--- src/rtl/cpu_pkg.sv ---
// Shared CPU definitions: fetch sequencer states, fault codes and
// architectural constants used by the PC / fetch logic.
package cpu_pkg;

  // Fetch sequencer states.
  typedef enum logic [1:0] {
    IDLE  = 2'd0,
    FETCH = 2'd1,
    FAULT = 2'd2
  } fetch_state_t;

  // Fault codes reported on fault_code.
  localparam logic [1:0] FAULT_NONE     = 2'b00;
  localparam logic [1:0] FAULT_TIMEOUT  = 2'b01;
  localparam logic [1:0] FAULT_MISALIGN = 2'b10;

  // Instruction size in bytes; sequential fetch advances by this amount.
  localparam int unsigned INST_BYTES = 4;

  // Default PC loaded on reset.
  localparam logic [31:0] DEFAULT_RESET_PC = 32'h0000_0000;

  // True when an address is not aligned to an instruction boundary.
  function automatic logic is_misaligned(input logic [31:0] addr);
    return addr[1:0] != 2'b00;
  endfunction

endpackage : cpu_pkg

--- src/rtl/fetch_watchdog.sv ---
// Fetch watchdog: counts consecutive FETCH cycles in which instruction
// memory has not answered, and flags the cycle that exhausts the budget.
// A TIMEOUT of 0 disables the watchdog entirely.
module fetch_watchdog #(
  parameter int TIMEOUT = 16
) (
  input  logic clk,
  input  logic rst,
  input  logic active,       // sequencer is in FETCH this cycle
  input  logic ready,        // imem_ready
  output logic timeout_hit
);

  // Counter wide enough to hold TIMEOUT, never narrower than one bit.
  localparam int W = ($clog2(TIMEOUT + 1) < 1) ? 1 : $clog2(TIMEOUT + 1);
  localparam logic [W-1:0] LAST = W'((TIMEOUT > 0) ? (TIMEOUT - 1) : 0);
  localparam bit ENABLED = (TIMEOUT > 0);

  logic [W-1:0] wait_cnt;

  // Count unanswered fetch cycles; any answer or any non-FETCH cycle clears.
  always_ff @(posedge clk or posedge rst) begin
    // NOTE: state registers use non-blocking assignments so every flop
    // samples pre-edge values, independent of block ordering.
    if (rst) begin
      wait_cnt <= '0;
    end else if (ENABLED && active && !ready) begin
      wait_cnt <= wait_cnt + W'(1);
    end else begin
      wait_cnt <= '0;
    end
  end

  // A ready response in the same cycle always beats the timeout.
  assign timeout_hit = ENABLED && active && !ready && (wait_cnt == LAST);

endmodule : fetch_watchdog

--- src/rtl/pc_fetch_reg.sv ---
// Program-counter register and instruction-fetch sequencer.
// Holds the architectural PC, issues instruction-memory requests, commits
// the next PC when a fetch completes without a stall, and latches a sticky
// fault on a misaligned target or a fetch timeout.
module pc_fetch_reg
  import cpu_pkg::*;
#(
  parameter logic [31:0] RESET_PC = DEFAULT_RESET_PC,
  parameter int          TIMEOUT  = 16
) (
  input  logic        clk,
  input  logic        rst,
  input  logic [31:0] next_pc,
  input  logic        stall,
  input  logic        imem_ready,
  output logic        imem_req,
  output logic [31:0] imem_addr,
  output logic        inst_valid,
  output logic [31:0] pc,
  output logic [31:0] pc_plus4,
  output logic [31:0] retire_cnt,
  output logic        fault,
  output logic [1:0]  fault_code,
  output logic [31:0] fault_pc
);

  fetch_state_t state, state_next;

  logic in_fetch;
  logic commit;
  logic target_bad;
  logic timeout_hit;

  assign in_fetch   = (state == FETCH);
  assign commit     = in_fetch && imem_ready && !stall;
  assign target_bad = is_misaligned(next_pc);

  fetch_watchdog #(
    .TIMEOUT (TIMEOUT)
  ) u_watchdog (
    .clk         (clk),
    .rst         (rst),
    .active      (in_fetch),
    .ready       (imem_ready),
    .timeout_hit (timeout_hit)
  );

  // Sequencer state register.
  always_ff @(posedge clk or posedge rst) begin
    if (rst) begin
      state <= IDLE;
    end else begin
      state <= state_next;
    end
  end

  // Next-state logic and request/valid/fault outputs.
  always_comb begin
    // NOTE: every output gets a default before the case so no path leaves
    // a signal unassigned, which would otherwise infer a latch.
    state_next = state;
    imem_req   = 1'b0;
    inst_valid = 1'b0;
    fault      = 1'b0;
    unique case (state)
      IDLE: begin
        state_next = FETCH;
      end
      FETCH: begin
        imem_req   = 1'b1;
        inst_valid = imem_ready;
        if ((commit && target_bad) || timeout_hit) begin
          state_next = FAULT;
        end
      end
      FAULT: begin
        fault = 1'b1;
      end
      default: begin
        state_next = IDLE;
      end
    endcase
  end

  // Architectural PC: advances only on a commit with an aligned target.
  always_ff @(posedge clk or posedge rst) begin
    if (rst) begin
      pc <= RESET_PC;
    end else if (commit && !target_bad) begin
      pc <= next_pc;
    end
  end

  // Retired-instruction counter; a misaligned commit still retires.
  always_ff @(posedge clk or posedge rst) begin
    if (rst) begin
      retire_cnt <= '0;
    end else if (commit) begin
      retire_cnt <= retire_cnt + 32'd1;
    end
  end

  // Fault record: captured once on entry to FAULT, then frozen until reset.
  // The two causes are exclusive: a commit needs imem_ready, a timeout
  // needs it low.
  always_ff @(posedge clk or posedge rst) begin
    if (rst) begin
      fault_code <= FAULT_NONE;
      fault_pc   <= '0;
    end else if (commit && target_bad) begin
      fault_code <= FAULT_MISALIGN;
      fault_pc   <= next_pc;
    end else if (timeout_hit) begin
      fault_code <= FAULT_TIMEOUT;
      fault_pc   <= pc;
    end
  end

  assign imem_addr = pc;
  assign pc_plus4  = pc + 32'(INST_BYTES);

endmodule : pc_fetch_reg

--- config.mk ---
export PLATFORM = sky130hd
export DESIGN_NAME = pc_fetch_reg
export DESIGN_NICKNAME = d
export VERILOG_FILES = /design/src/rtl/cpu_pkg.sv /design/src/rtl/fetch_watchdog.sv /design/src/rtl/pc_fetch_reg.sv
export SDC_FILE = /design/constraint.sdc
export NUM_CORES = 1
export LEC_CHECK = 0
export ABC_AREA = 1
export CAP_MARGIN = 20
export CORE_MARGIN = 1
export CORE_UTILIZATION = 46
export CTS_CLUSTER_DIAMETER = 200
export DETAILED_ROUTE_END_ITERATION = 8
export PLACE_DENSITY = 0.77
export RECOVER_POWER = 25
export SYNTH_ARGS = -nofsm -noshare
export SYNTH_HDL_FRONTEND = slang
export SYNTH_SLANG_ARGS = --single-unit
--- constraint.sdc ---
create_clock -name clk -period 3.7 [get_ports clk]
set_clock_uncertainty 0.05 [all_clocks]
set_input_delay 0.555 -clock clk [delete_from_list [all_inputs] [get_ports clk]]
set_output_delay 0.555 -clock clk [all_outputs]
set_load 0.1 [all_outputs]
==> results.cfg <==
[sta]
slew_headroom_pct = -30.56
period_minus_slack_ps = 3011
fin_crit_sh_pct = 81.39
clock.fmax_mhz = 332.1
rsz0062_at_grt = false
slew_viol_final = 44
setup_viol = 0
finalSetupTns_ps = 0
finalHoldViolCount = 0
max_slew.worst_pin.slew_ps = 1948

[critical_path]
r2r_cells = 9
timing.rr.start = u_watchdog.wait_cnt[0]$_DFF_PP0_
r2r_end = fault_pc[19]$_DFFE_PP0P_
slowest_stage = dfrtp_1
crit_path_max_fanout = 7
path_buf_inv = 1
worstPathArrival_ps = 2410
r2r_slack_ps = 1630
crit_family = simple AND/OR/NAND/NOR gates
critical_path_required_ps = 3090
critPathKind = flop to output port
cpPeakStageDelay_ps = 470
path_depth = 6
endpoint_kind = output port
cp-start-kind = flop
cp_cell_sequence = ha_1, nand3_2, nor3_2, nand3_1, xor2_2, buf_4

[clock_network]
h-tree-depth = 3
cts_buffers = 9
cts_tree = done
ctsResizeCount = 0
cts_sinks = 105
cts_max_path_buffers = 2
path_clk_slew_ps = 70
cts-root-buf = clkbuf_16
cts_setup_buffers = 0
cts_hold_buf = 0
clk_latency_ps = 340

[hold_path]
hold_path_class = flop to flop
min-delay-start = u_watchdog.wait_cnt[0]$_DFF_PP0_
hold_path_depth = 1
hold_end = u_watchdog.wait_cnt[0]$_DFF_PP0_

[yosys]
yosysUniqueCellTypes = 31
postSynthRegisterBits = 105
synth_edf_count = 0
ys_seq_area_share_pct = 43.91
synth_nets = 813
postSynthCellCount = 773
ys_warn_count = 0
syn_area_per_cell_um2 = 7.740
syn_area_um2 = 5983
synthArstFlopShare_pct = 100.0
synth_ff_type = dfrtp_1

[routing]
routed_wl_mm = 16.60
vias = 5555
drtIter0Drc = 349
via_per_inst = 5.009
wl_per_cell_um = 14.97
drt-pass1-iter-count = 5
antenna_left = 0
drcViolationCount = 0

[placed_design]
gp_congestion = 0.8939
dp_hpwl_mm = 12.42
io_buffers = 200

[global_routing]
antenna_found_initial = 0
grt_max_degree = 64
grt_pass1_wl_mm = 26.16
first_global_vias = 5069
track_usage_pct = 25.44
overflow = 0

[floorplan]
start_util_pct = 47.22
rows = 41
die_w_um = 116.1
design.die.area_um2 = 13470
io_pins = 201
die_h_um = 116.1
coreArea_um2 = 12670

[final_layout]
drive_gt1_share_pct = 8.858
area_growth_pct = 35.57
fin_nets = 975
fillers = 1135
diodes = 0

[flow_run]
maxCapViolCount = 1

[run_status]
outcome = complete, but fails checks
violations = max-capacitance violations, max-slew violations
Yosys cell counts, types with 9 or more instances:
| cell | count | area (um^2) |
|---|---|---|
| nand2_1 | 247 | 927.1 |
| xor2_1 | 21 | 183.9 |
| nor3_1 | 11 | 55.05 |
| dfrtp_1 | 105 | 2628 |
| nor2_1 | 70 | 262.8 |
| nand4_1 | 15 | 93.84 |
| nand3b_1 | 9 | 67.56 |
| nand3_1 | 29 | 145.1 |
| buf_4 | 37 | 277.8 |
| xnor2_1 | 10 | 87.58 |
| o21ai_0 | 37 | 185.2 |
| o211ai_1 | 29 | 217.7 |
| inv_1 | 100 | 375.4 |
how the worst max path moves through the flow:
stage | start | end | slack [ps]
after floorplan | imem_addr[4]$_DFFE_PP0P_ | pc_plus4[5] | 30
after global placement | imem_addr[3]$_DFFE_PP0P_ | pc_plus4[18] | 1140
after detailed placement | imem_addr[3]$_DFFE_PP0P_ | pc_plus4[18] | 1100
after CTS | imem_addr[3]$_DFFE_PP0P_ | pc_plus4[18] | 720
after global routing | rst | imem_addr[9]$_DFFE_PP0P_ | 320
final | imem_addr[3]$_DFFE_PP0P_ | pc_plus4[18] | 690
stage by stage:
| step | utilization (%) | setup slack, ps | instance area (um^2) | hold WS, ps | std cells |
|---|---|---|---|---|---|
| 3_3_place_gp | 62.25 | 1138 | 7888 | 400.6 | 1096 |
| 2_1_floorplan | - | 30.39 | 6088 | 382.9 | 773 |
| 3_5_place_dp | 62.25 | 1095 | 7888 | 405.5 | 1096 |
| 6_report | 64.02 | 688.7 | 8112 | 407.9 | 1109 |
| 4_1_cts | 64.28 | 722.9 | 8145 | 414.2 | 1109 |
| 5_1_grt | 64.02 | 316.8 | 8112 | 454.4 | 1109 |
final cells by class:
type | instances | area, um^2 | share of cell area (%)
multi-input cells | 515 | 2685 | 33.10
repair buffers | 202 | 1942 | 23.94
flip-flops and latches | 105 | 2628 | 32.39
clock inverters | 3 | 18.77 | 0.2314
well taps | 172 | 215.2 | 2.653
clock buffers | 10 | 239.0 | 2.946
inverters | 102 | 384.1 | 4.735
cells by family (layout without fill, tap and decap cells):
kind of cell	Yosys count	in the layout	share of synthesized area, %
simple gates	407	407	30.76
buf+inv	153	317	12.63
flops	105	105	43.91
compound gates	73	73	7.319
xor+xnor	31	31	4.538
fa+ha+maj	4	4	0.8365
flip-flops by register name, summed over array words and instances, names as in the netlist:
signal               count
fault_pc                32
imem_addr               32
retire_cnt              32
u_watchdog.wait_cnt      5
fault_code               2
state                    2
per-layer routing:
layer  track usage, %  wire length (um)  vias up
li1                 -                 -     2706
met1            34.30              7334     2641
met2            42.46              8046      188
met3            3.138               935       20
met4            8.632               287        0
met5                0                 0        -
cell usage in the layout (no fill, tap or decap), types with 5 or more instances in the layout:
master,count
nor2_1,70
nand2_1,248
xnor2_1,7
nand3b_1,9
o21ai_1,5
nand3_1,30
clkdlybuf4s50_1,168
dfrtp_1,105
clkbuf_16,9
nand4_1,15
xor2_1,10
o21ai_0,37
o211ai_1,29
buf_4,31
inv_1,99
xor2_2,11
nor3_1,11
Power is not shown: default switching activity piles up to over one toggle a cycle in this logic, so the estimate is an artifact.
